## config.mk

```make
export PLATFORM = sky130hd
export DESIGN_NAME = s2_lane_feeder_flat
export DESIGN_NICKNAME = d
export VERILOG_FILES = /design/src/rtl/s2_lane_feeder_if.sv /design/src/rtl/s2_lane_feeder.sv /design/src/flat_wrapper.sv
export SDC_FILE = /design/constraint.sdc
export NUM_CORES = 1
export LEC_CHECK = 0
export CORE_MARGIN = 1.5
export CORE_UTILIZATION = 35
export DETAILED_ROUTE_END_ITERATION = 7
export GPL_ROUTABILITY_DRIVEN = 0
export PLACE_DENSITY = 0.77
export SETUP_SLACK_MARGIN = 0.2
export SLEW_MARGIN = 5
export SYNTH_ARGS = -nofsm -noshare
export SYNTH_HDL_FRONTEND = slang
export SYNTH_SLANG_ARGS = --single-unit
```

## constraint.sdc

```tcl
create_clock -name clk -period 1.7 [get_ports clk]
set_input_delay 0.34 -clock clk [delete_from_list [all_inputs] [get_ports clk]]
set_output_delay 0.34 -clock clk [all_outputs]
set_load 0.01 [all_outputs]
```

## src/rtl/s2_lane_feeder_if.sv

```systemverilog
// Bundle between the lane producers / s2 consumer side and s2_lane_feeder.
// master drives the input lanes and observes s2 inputs; slave is the feeder itself.
interface s2_lane_feeder_if #(
    parameter int unsigned N = 1
);
    logic [N-1:0] in_data0;
    logic [N-1:0] in_data1;
    logic [N-1:0] in_data2;
    logic [N-1:0] in_data3;
    logic [3:0]   in_valid;
    logic [3:0]   in_ready;

    logic [N-1:0] D0;
    logic [N-1:0] D1;
    logic [N-1:0] D2;
    logic [N-1:0] D3;
    logic         A1;
    logic         B1;
    logic         A0;
    logic         B0;
    logic         s2_clr;
    logic         out_valid;
    logic [1:0]   out_lane;

    modport master (
        output in_data0, in_data1, in_data2, in_data3, in_valid,
        input  in_ready,
        input  D0, D1, D2, D3, A1, B1, A0, B0, s2_clr, out_valid, out_lane
    );

    modport slave (
        input  in_data0, in_data1, in_data2, in_data3, in_valid,
        output in_ready,
        output D0, D1, D2, D3, A1, B1, A0, B0, s2_clr, out_valid, out_lane
    );
endinterface

```

## src/rtl/s2_lane_feeder.sv

```systemverilog
// Four-lane one-deep buffer with round-robin pick, driving the select/clr pins of
// the registered 4:1 cell s2 and tagging which lane s2 will present next cycle.
module s2_lane_feeder #(
    parameter int unsigned N = 1
) (
    input logic              clk,
    input logic              clr_n,
    s2_lane_feeder_if.slave  bus
);

    logic [N-1:0] buf_q [4];
    logic [N-1:0] in_data [4];
    logic [3:0]   full_q;
    logic [3:0]   full_d;
    logic [1:0]   ptr_q;
    logic         out_valid_q;
    logic [1:0]   out_lane_q;

    logic         gv;
    logic [1:0]   g;
    logic [3:0]   grant_oh;
    logic [3:0]   ready;
    logic [3:0]   xfer;

    assign in_data[0] = bus.in_data0;
    assign in_data[1] = bus.in_data1;
    assign in_data[2] = bus.in_data2;
    assign in_data[3] = bus.in_data3;

    // Walk from the farthest offset down so the lane nearest ptr wins.
    always_comb begin
        gv = 1'b0;
        g  = ptr_q;
        for (int i = 3; i >= 0; i--) begin
            if (full_q[ptr_q + 2'(i)]) begin
                gv = 1'b1;
                g  = ptr_q + 2'(i);
            end
        end
    end

    always_comb begin
        grant_oh = 4'b0000;
        if (gv) begin
            grant_oh = 4'b0001 << g;
        end
    end

    // A granted lane drains this edge, so it may refill in the same cycle.
    assign ready  = clr_n ? (~full_q | grant_oh) : 4'b0000;
    assign xfer   = bus.in_valid & ready;
    assign full_d = (full_q & ~grant_oh) | xfer;

    always_ff @(posedge clk or negedge clr_n) begin
        if (!clr_n) begin
            for (int k = 0; k < 4; k++) begin
                buf_q[k] <= '0;
            end
            full_q      <= 4'b0000;
            ptr_q       <= 2'd0;
            out_valid_q <= 1'b0;
            out_lane_q  <= 2'd0;
        end else begin
            for (int k = 0; k < 4; k++) begin
                if (xfer[k]) begin
                    buf_q[k] <= in_data[k];
                end
            end
            full_q <= full_d;
            if (gv) begin
                ptr_q <= g + 2'd1;
            end
            out_valid_q <= gv;
            out_lane_q  <= gv ? g : 2'd0;
        end
    end

    assign bus.in_ready  = ready;
    assign bus.D0        = buf_q[0];
    assign bus.D1        = buf_q[1];
    assign bus.D2        = buf_q[2];
    assign bus.D3        = buf_q[3];

    // s2 decodes S1 = A1|B1 and S0 = A0&B0, so B1 is parked low and A0/B0 move together.
    assign bus.A1        = gv & g[1];
    assign bus.B1        = 1'b0;
    assign bus.A0        = gv & g[0];
    assign bus.B0        = gv & g[0];
    assign bus.s2_clr    = ~gv;
    assign bus.out_valid = out_valid_q;
    assign bus.out_lane  = out_lane_q;

endmodule

```

## src/flat_wrapper.sv

```systemverilog
// flat-port wrapper written by rule: the top's interface ports become plain ports
module s2_lane_feeder_flat 
#(
    parameter int unsigned N = 1
)
  (clk, clr_n, bus_in_data0, bus_in_data1, bus_in_data2, bus_in_data3, bus_in_valid, bus_in_ready, bus_D0, bus_D1, bus_D2, bus_D3, bus_A1, bus_B1, bus_A0, bus_B0, bus_s2_clr, bus_out_valid, bus_out_lane);
  s2_lane_feeder_if #(.N(N)) bus_i ();
  input logic clk;
  input logic clr_n;
  input wire logic [$bits(bus_i.in_data0)-1:0] bus_in_data0;
  input wire logic [$bits(bus_i.in_data1)-1:0] bus_in_data1;
  input wire logic [$bits(bus_i.in_data2)-1:0] bus_in_data2;
  input wire logic [$bits(bus_i.in_data3)-1:0] bus_in_data3;
  input wire logic [$bits(bus_i.in_valid)-1:0] bus_in_valid;
  output wire logic [$bits(bus_i.in_ready)-1:0] bus_in_ready;
  output wire logic [$bits(bus_i.D0)-1:0] bus_D0;
  output wire logic [$bits(bus_i.D1)-1:0] bus_D1;
  output wire logic [$bits(bus_i.D2)-1:0] bus_D2;
  output wire logic [$bits(bus_i.D3)-1:0] bus_D3;
  output wire logic [$bits(bus_i.A1)-1:0] bus_A1;
  output wire logic [$bits(bus_i.B1)-1:0] bus_B1;
  output wire logic [$bits(bus_i.A0)-1:0] bus_A0;
  output wire logic [$bits(bus_i.B0)-1:0] bus_B0;
  output wire logic [$bits(bus_i.s2_clr)-1:0] bus_s2_clr;
  output wire logic [$bits(bus_i.out_valid)-1:0] bus_out_valid;
  output wire logic [$bits(bus_i.out_lane)-1:0] bus_out_lane;
  assign bus_i.in_data0 = bus_in_data0;
  assign bus_i.in_data1 = bus_in_data1;
  assign bus_i.in_data2 = bus_in_data2;
  assign bus_i.in_data3 = bus_in_data3;
  assign bus_i.in_valid = bus_in_valid;
  assign bus_in_ready = bus_i.in_ready;
  assign bus_D0 = bus_i.D0;
  assign bus_D1 = bus_i.D1;
  assign bus_D2 = bus_i.D2;
  assign bus_D3 = bus_i.D3;
  assign bus_A1 = bus_i.A1;
  assign bus_B1 = bus_i.B1;
  assign bus_A0 = bus_i.A0;
  assign bus_B0 = bus_i.B0;
  assign bus_s2_clr = bus_i.s2_clr;
  assign bus_out_valid = bus_i.out_valid;
  assign bus_out_lane = bus_i.out_lane;
  s2_lane_feeder #(.N(N)) u_core (.clk(clk), .clr_n(clr_n), .bus(bus_i));
endmodule
```

# After elaboration in Yosys (flattened, before gate mapping)
# Index checks and enable logic that the tools add are counted.
classes:
  order_cmp: 4
  n_mux: 19
  n_shift: 1
  n_div: 0
  n_addsub: 4
  n_reduce_logical: 0
  n_eq_ne: 0
  bitwise_logic: 9
  n_mul: 0
op_table:
  columns: ["op", "n"]
  rows:
  - ["less-than comparator 2 x 3 -> 1 bit, second input constant", 4]
  - ["two-way mux 2 bit", 5]
  - ["bitwise AND 4 bit", 2]
  - ["binary-select mux 1 bit (select 2 bit)", 4]
  - ["two-way mux 1 bit", 8]
  - ["two-way mux 4 bit", 2]
  - ["inverter 4 bit", 2]
  - ["OR 4 bit", 2]
  - ["adder 2 x 1 -> 2 bit, second input constant", 2]
  - ["adder 2 bit, second input constant", 2]
  - ["left shift 1 x 2 -> 4 bit, first input constant", 1]
  - ["bitwise AND 1 bit", 2]
  - ["inverter 1 bit", 1]
totals:
  latch_bits: 0
  ramBits: 0
  register_bits: 13
  output_inout_bits: 16
  mem_bits_ro: 0
  in_bits: 10
  mem_count: 0

# Logic depth before layout (Yosys ltp)
logic_depth:
  depth_word: 13
  mapped_depth: 5
  ltp_nobuf: 4

# Worst setup path before layout
# OpenSTA, ideal clock, no wires.
synth_timing:
  path_kind: "flip-flop to output port"
  startpoint: "register u_core.full_q[2]"
  endpoint: "output port bus_B0"
  required_ps: 1360
  stages_incl_launch_ff: 5
  arrival_ps: 1398
  path_buffers: 1
  setup_slack_ps: -38
  path_cell_list: "dfrtp_1 -> nand2b_1 -> o21ai_0 -> a221oi_1 -> buf_4"
synth_via:
  elab_chain_len: 7
  word_cells_on_any_way: 17
  classes_between: "mux (16); bitwise (1)"
synth_lines:
  columns: ["item", "line", "rtl"]
  rows:
  - ["from (decl)", "s2_lane_feeder.sv:13", "logic [3:0] full_q;"]
  - ["from (signal assigned)", "s2_lane_feeder.sv:69", "full_q <= full_d;"]
  - ["binary-select mux 1 bit (select 2 bit)", "s2_lane_feeder.sv:35", "if (full_q[ptr_q + 2'(i)]) begin"]
  - ["two-way mux 1 bit (implied by the code)", "s2_lane_feeder.sv:35", null]
  - ["two-way mux 1 bit or two-way mux 2 bit (tied branches) (4 in series)", "s2_lane_feeder.sv:35", null]
  - ["bitwise AND 1 bit *", null, null]
  - ["to (decl)", "flat_wrapper.sv:23", "output wire logic [$bits(bus_i.B0)-1:0] bus_B0;"]
# Mark *: on every way between the ends. The rest lies on a longest branch, timed or not. The select of a mux whose other input is x is not followed.

# Final worst setup path
layout_timing:
  startpoint: "register u_core.full_q[0]"
  endpoint: "output port bus_in_ready[1]"
layout_via:
  elab_chain_len: 10
  word_cells_on_any_way: 20
  classes_between: "shift (1); mux (18); bitwise (1)"
layout_lines:
  columns: ["item", "line", "rtl"]
  rows:
  - ["binary-select mux 1 bit (select 2 bit)", "s2_lane_feeder.sv:35", null]
  - ["two-way mux 1 bit (implied by the code)", "s2_lane_feeder.sv:35", null]
  - ["two-way mux 2 bit (4 in series)", "s2_lane_feeder.sv:35", null]
  - ["left shift 1 x 2 -> 4 bit", "s2_lane_feeder.sv:45", "grant_oh = 4'b0001 << g;"]
  - ["two-way mux 4 bit *", "s2_lane_feeder.sv:44", "if (gv) begin"]
  - ["OR 4 bit *", "s2_lane_feeder.sv:50", "assign ready = clr_n ? (~full_q | grant_oh) : 4'b0000;"]
  - ["two-way mux 4 bit *", "s2_lane_feeder.sv:50", null]
  - ["to (decl)", "flat_wrapper.sv:15", "output wire logic [$bits(bus_i.in_ready)-1:0] bus_in_ready;"]
# Marks and branches as above.

==> impl_metrics.py <==
metrics = {
    "outcome": {
        "run_status": "finished with violations",
        "violations_in_the_final_reports": "negative setup slack",
    },
    "sta": {
        "clock-skew-final_ns": 0.00743,
        "fin_tns_setup_ns": -1.64,
        "final_max_slew_viol_count": 0,
        "timing.final.ws_setup_ns": -0.252,
        "min_period_over_period_pct": 115,
        "timing.fmax_mhz": 512,
        "final_hold_viol_count": 0,
        "setup-violations-final": 9,
        "grt_setup_unrepaired": "yes",
        "finalCriticalPeriod_ns": 1.95,
    },
    "critical_path": {
        "critical_path_required_ns": 1.36,
        "timing.critical_path.arrival_ns": 1.61,
        "setup.worst_path.start_class": "register",
        "crit_family": "flip-flops",
        "critical_path.cell_chain": "buf_4 > a21oi_4 > o21ai_2 > nand2_1 > and2_1 > clkdlybuf4s15_2",
        "rr_startpoint": "u_core.ptr_q[0]$_DFFE_PN0N_",
        "worstSetupPathType": "reg2out",
        "worst_setup_path_end_kind": "output port",
        "crit_path_top_delay_cell": "sky130_fd_sc_hd__dfrtp_2",
        "peak_per_stage_delay_on_the_critical_path_ns": 0.43,
        "worstPathMaxFanout": 3,
        "setup.reg_to_reg.worst_slack_ns": -0.19,
        "worst_r2r_path_depth": 9,
        "timing.rr.end": "u_core.bus.D3$_DFFE_PN0P_",
        "path_buf_inv": 2,
    },
    "global_route": {
        "grt_util_all_layers_pct": 24.3,
        "grt_pass1_vias": 792,
        "grt-ovfl-total": 0,
        "antenna_found_initial": 0,
        "grt_first_pass_wirelength_mm": 3.65,
        "grt_start_max_net_pins": 11,
    },
    "placed_design": {
        "pre_cts_slack_ns": -0.288,
        "buffer_ports.inserted": 24,
        "place.detailed.hpwl_mm": 1.30,
    },
    "clock_tree": {
        "cts_tree": "yes",
        "ctsRootBufferMaster": "sky130_fd_sc_hd__clkbuf_4",
        "cts-buffers-inserted": 3,
        "clk_path_buf_depth": 2,
        "htree_levels": 1,
        "clk_slew_on_worst_s_h_paths_ns": 0.09,
        "worstSkewPairLatency_ns": 0.29,
        "clock_sinks": 13,
    },
    "yosys": {
        "netlist_top_cells_area": "sky130_fd_sc_hd__dfrtp_1, sky130_fd_sc_hd__o21ai_0, sky130_fd_sc_hd__nand2_1, sky130_fd_sc_hd__a21oi_1, sky130_fd_sc_hd__buf_4",
        "syn_area_um2": 709,
        "synth_enable_flop_cells": 0,
        "synthesis.yosys.warnings": 0,
        "synth-async-reset-ratio_pct": 100,
        "synthesis.nets": 85,
        "synthDominantCellAreaShare_pct": 45.9,
        "leading_cell_types_by_count_after_synthesis": "sky130_fd_sc_hd__dfrtp_1, sky130_fd_sc_hd__nand2_1, sky130_fd_sc_hd__o21ai_0, sky130_fd_sc_hd__a21oi_1, sky130_fd_sc_hd__inv_1",
        "post_syn_instances": 75,
        "synth-seq-area-share_pct": 45.9,
        "synth_most_common_cell": "sky130_fd_sc_hd__dfrtp_1",
        "postSynthRegisterBits": 13,
        "yosys_most_used_dff": "sky130_fd_sc_hd__dfrtp_1",
        "yosysUniqueCellTypes": 25,
        "syn_avg_cell_area_um2": 9.46,
        "synth_largest_area_cell": "sky130_fd_sc_hd__dfrtp_1",
    },
    "final_layout": {
        "synthToLayoutAreaGrowth_pct": 111,
        "post_layout_utilization_of_the_core_pct": 77.2,
        "finish.net_count": 156,
        "layout-drive-gt1-share_pct": 64.8,
        "antennaDiodeCount": 0,
        "final.fill_count": 120,
        "multi_input_area_um2": 447,
        "ff_latch_area_um2": 332,
    },
    "power": {
        "power.leakage_nw": 0.725,
        "irDropWorstVdd_mv": 1.17,
        "total_design_power_mw": 3.13,
        "power_per_cell_area_mw_per_mm2": 2090,
    },
    "route": {
        "vias_per_cell": 5.17,
        "antenna_violating_nets_post_route": 0,
        "drc": 0,
        "dr.pass1.iters": 4,
        "drt-total-wl_mm": 3.05,
        "drt_first_iter_violations": 19,
        "via_count": 890,
        "avgRoutedWirePerCell_um": 17.7,
    },
    "floorplan": {
        "ioPinCount": 26,
        "die_x_um": 48.0,
        "placeableCoreArea_mm2": 0.00194,
        "num_rows": 16,
        "floorplan.die_area_mm2": 0.00231,
        "effective_utilization_at_floorplan_pct": 36.5,
        "die_h_um": 48.0,
    },
    "hold_path": {
        "min-delay-path-class": "in2async",
    },
    "run": {
        "maxCapViolations": 0,
    },
}
[state kept, by name, indices dropped and copies added (netlist names)]
register	count
u_core.full_q	4
u_core.ptr_q	2
u_core.bus.D2	1
u_core.bus.D1	1
u_core.bus.D3	1
u_core.bus.D0	1
u_core.bus.out_valid	1
u_core.bus.out_lane	2
[metal layers]
layer / wire, um / share of wire [%] / vias up / GRT usage, %
li1: - / - / 394 / -
met1: 1210 / 40 / 437 / 26.1
met2: 1590 / 52 / 46 / 40.0
met3: 116 / 3.8 / 13 / 4.91
met4: 133 / 4.4 / 0 / 21.1
met5: 0 / 0 / - / 0
[cell type report]
| type | count | area share [%] |
|---|---|---|
| Multi-Input combinational cell | 52 | 29.8 |
| Tap cell | 27 | 2.25 |
| Timing Repair Buffer | 71 | 42.6 |
| Inverter | 5 | 1.42 |
| Clock inverter | 1 | 0.334 |
| Sequential cell | 13 | 22.1 |
| Clock buffer | 3 | 1.50 |
[worst max-delay path by stage]
stage	endpoint	slack, ns	cells past startpoint	from
2_1_floorplan	bus_B0	0.15	4	u_core.full_q[2]$_DFF_PN0_
3_3_place_gp	bus_in_ready[0]	-0.29	4	clr_n
3_5_place_dp	bus_B0	-0.29	4	u_core.full_q[2]$_DFF_PN0_
4_1_cts	bus_s2_clr	-0.16	4	u_core.full_q[0]$_DFF_PN0_
5_1_grt	bus_in_ready[1]	-0.28	6	u_core.full_q[0]$_DFF_PN0_
6_report	bus_in_ready[1]	-0.25	6	u_core.full_q[0]$_DFF_PN0_
[kinds of logic (layout without fill, tap and decap cells)]
family	Yosys count	after routing	synth area share [%]
AO/OA/AOI/OAI	26	26	24.0
multiplexers	3	3	5.82
other	1	1	0.529
flip-flops	13	13	45.9
AND/OR/NAND/NOR	22	22	16.2
buffers and inverters	10	80	7.58
[stage by stage]
step	instance area [um^2]	std cells	hold slack [ns]
2_1_floorplan	716	75	0.0444
3_3_place_gp	1100	139	0.470
3_5_place_dp	1100	139	0.481
4_1_cts	1300	159	0.0971
5_1_grt	1500	172	0.0954
6_report	1500	172	0.0932
[power breakdown]
group	internal (mW)	switching [mW]	leakage [nW]	total [mW]
registers	0.464	0.171	0.148	0.636
logic	1.28	1.00	0.559	2.29
clock network	0.0876	0.120	0.0177	0.208
[cells in the final DEF (no fill, tap or decap), types with 2 or more instances in the layout]
master,synthesis,routed
sky130_fd_sc_hd__a21oi_2,2,4
sky130_fd_sc_hd__a21oi_4,0,4
sky130_fd_sc_hd__and2_1,3,3
sky130_fd_sc_hd__buf_2,1,4
sky130_fd_sc_hd__buf_4,4,32
sky130_fd_sc_hd__buf_6,0,16
sky130_fd_sc_hd__clkbuf_4,0,3
sky130_fd_sc_hd__clkdlybuf4s50_1,0,8
sky130_fd_sc_hd__dfrtp_1,13,8
sky130_fd_sc_hd__dfrtp_2,0,5
sky130_fd_sc_hd__dlygate4sd2_1,0,5
sky130_fd_sc_hd__dlymetal6s2s_1,0,3
sky130_fd_sc_hd__inv_2,0,4
sky130_fd_sc_hd__mux2_4,2,2
sky130_fd_sc_hd__nand2_1,10,10
sky130_fd_sc_hd__nand2b_4,0,3
sky130_fd_sc_hd__o21ai_0,10,5
sky130_fd_sc_hd__o21ai_1,1,2
sky130_fd_sc_hd__o21ai_2,0,4
[repair_timing]
item	CTS	global route
cloned	0	0
hold buffers	0	0
endpoints found under the setup margin	14	15
gates resized for setup	62	30
buffers inserted	16	13
pin swaps	11	12
No activity file was read; power rests on OpenSTA's default activity.
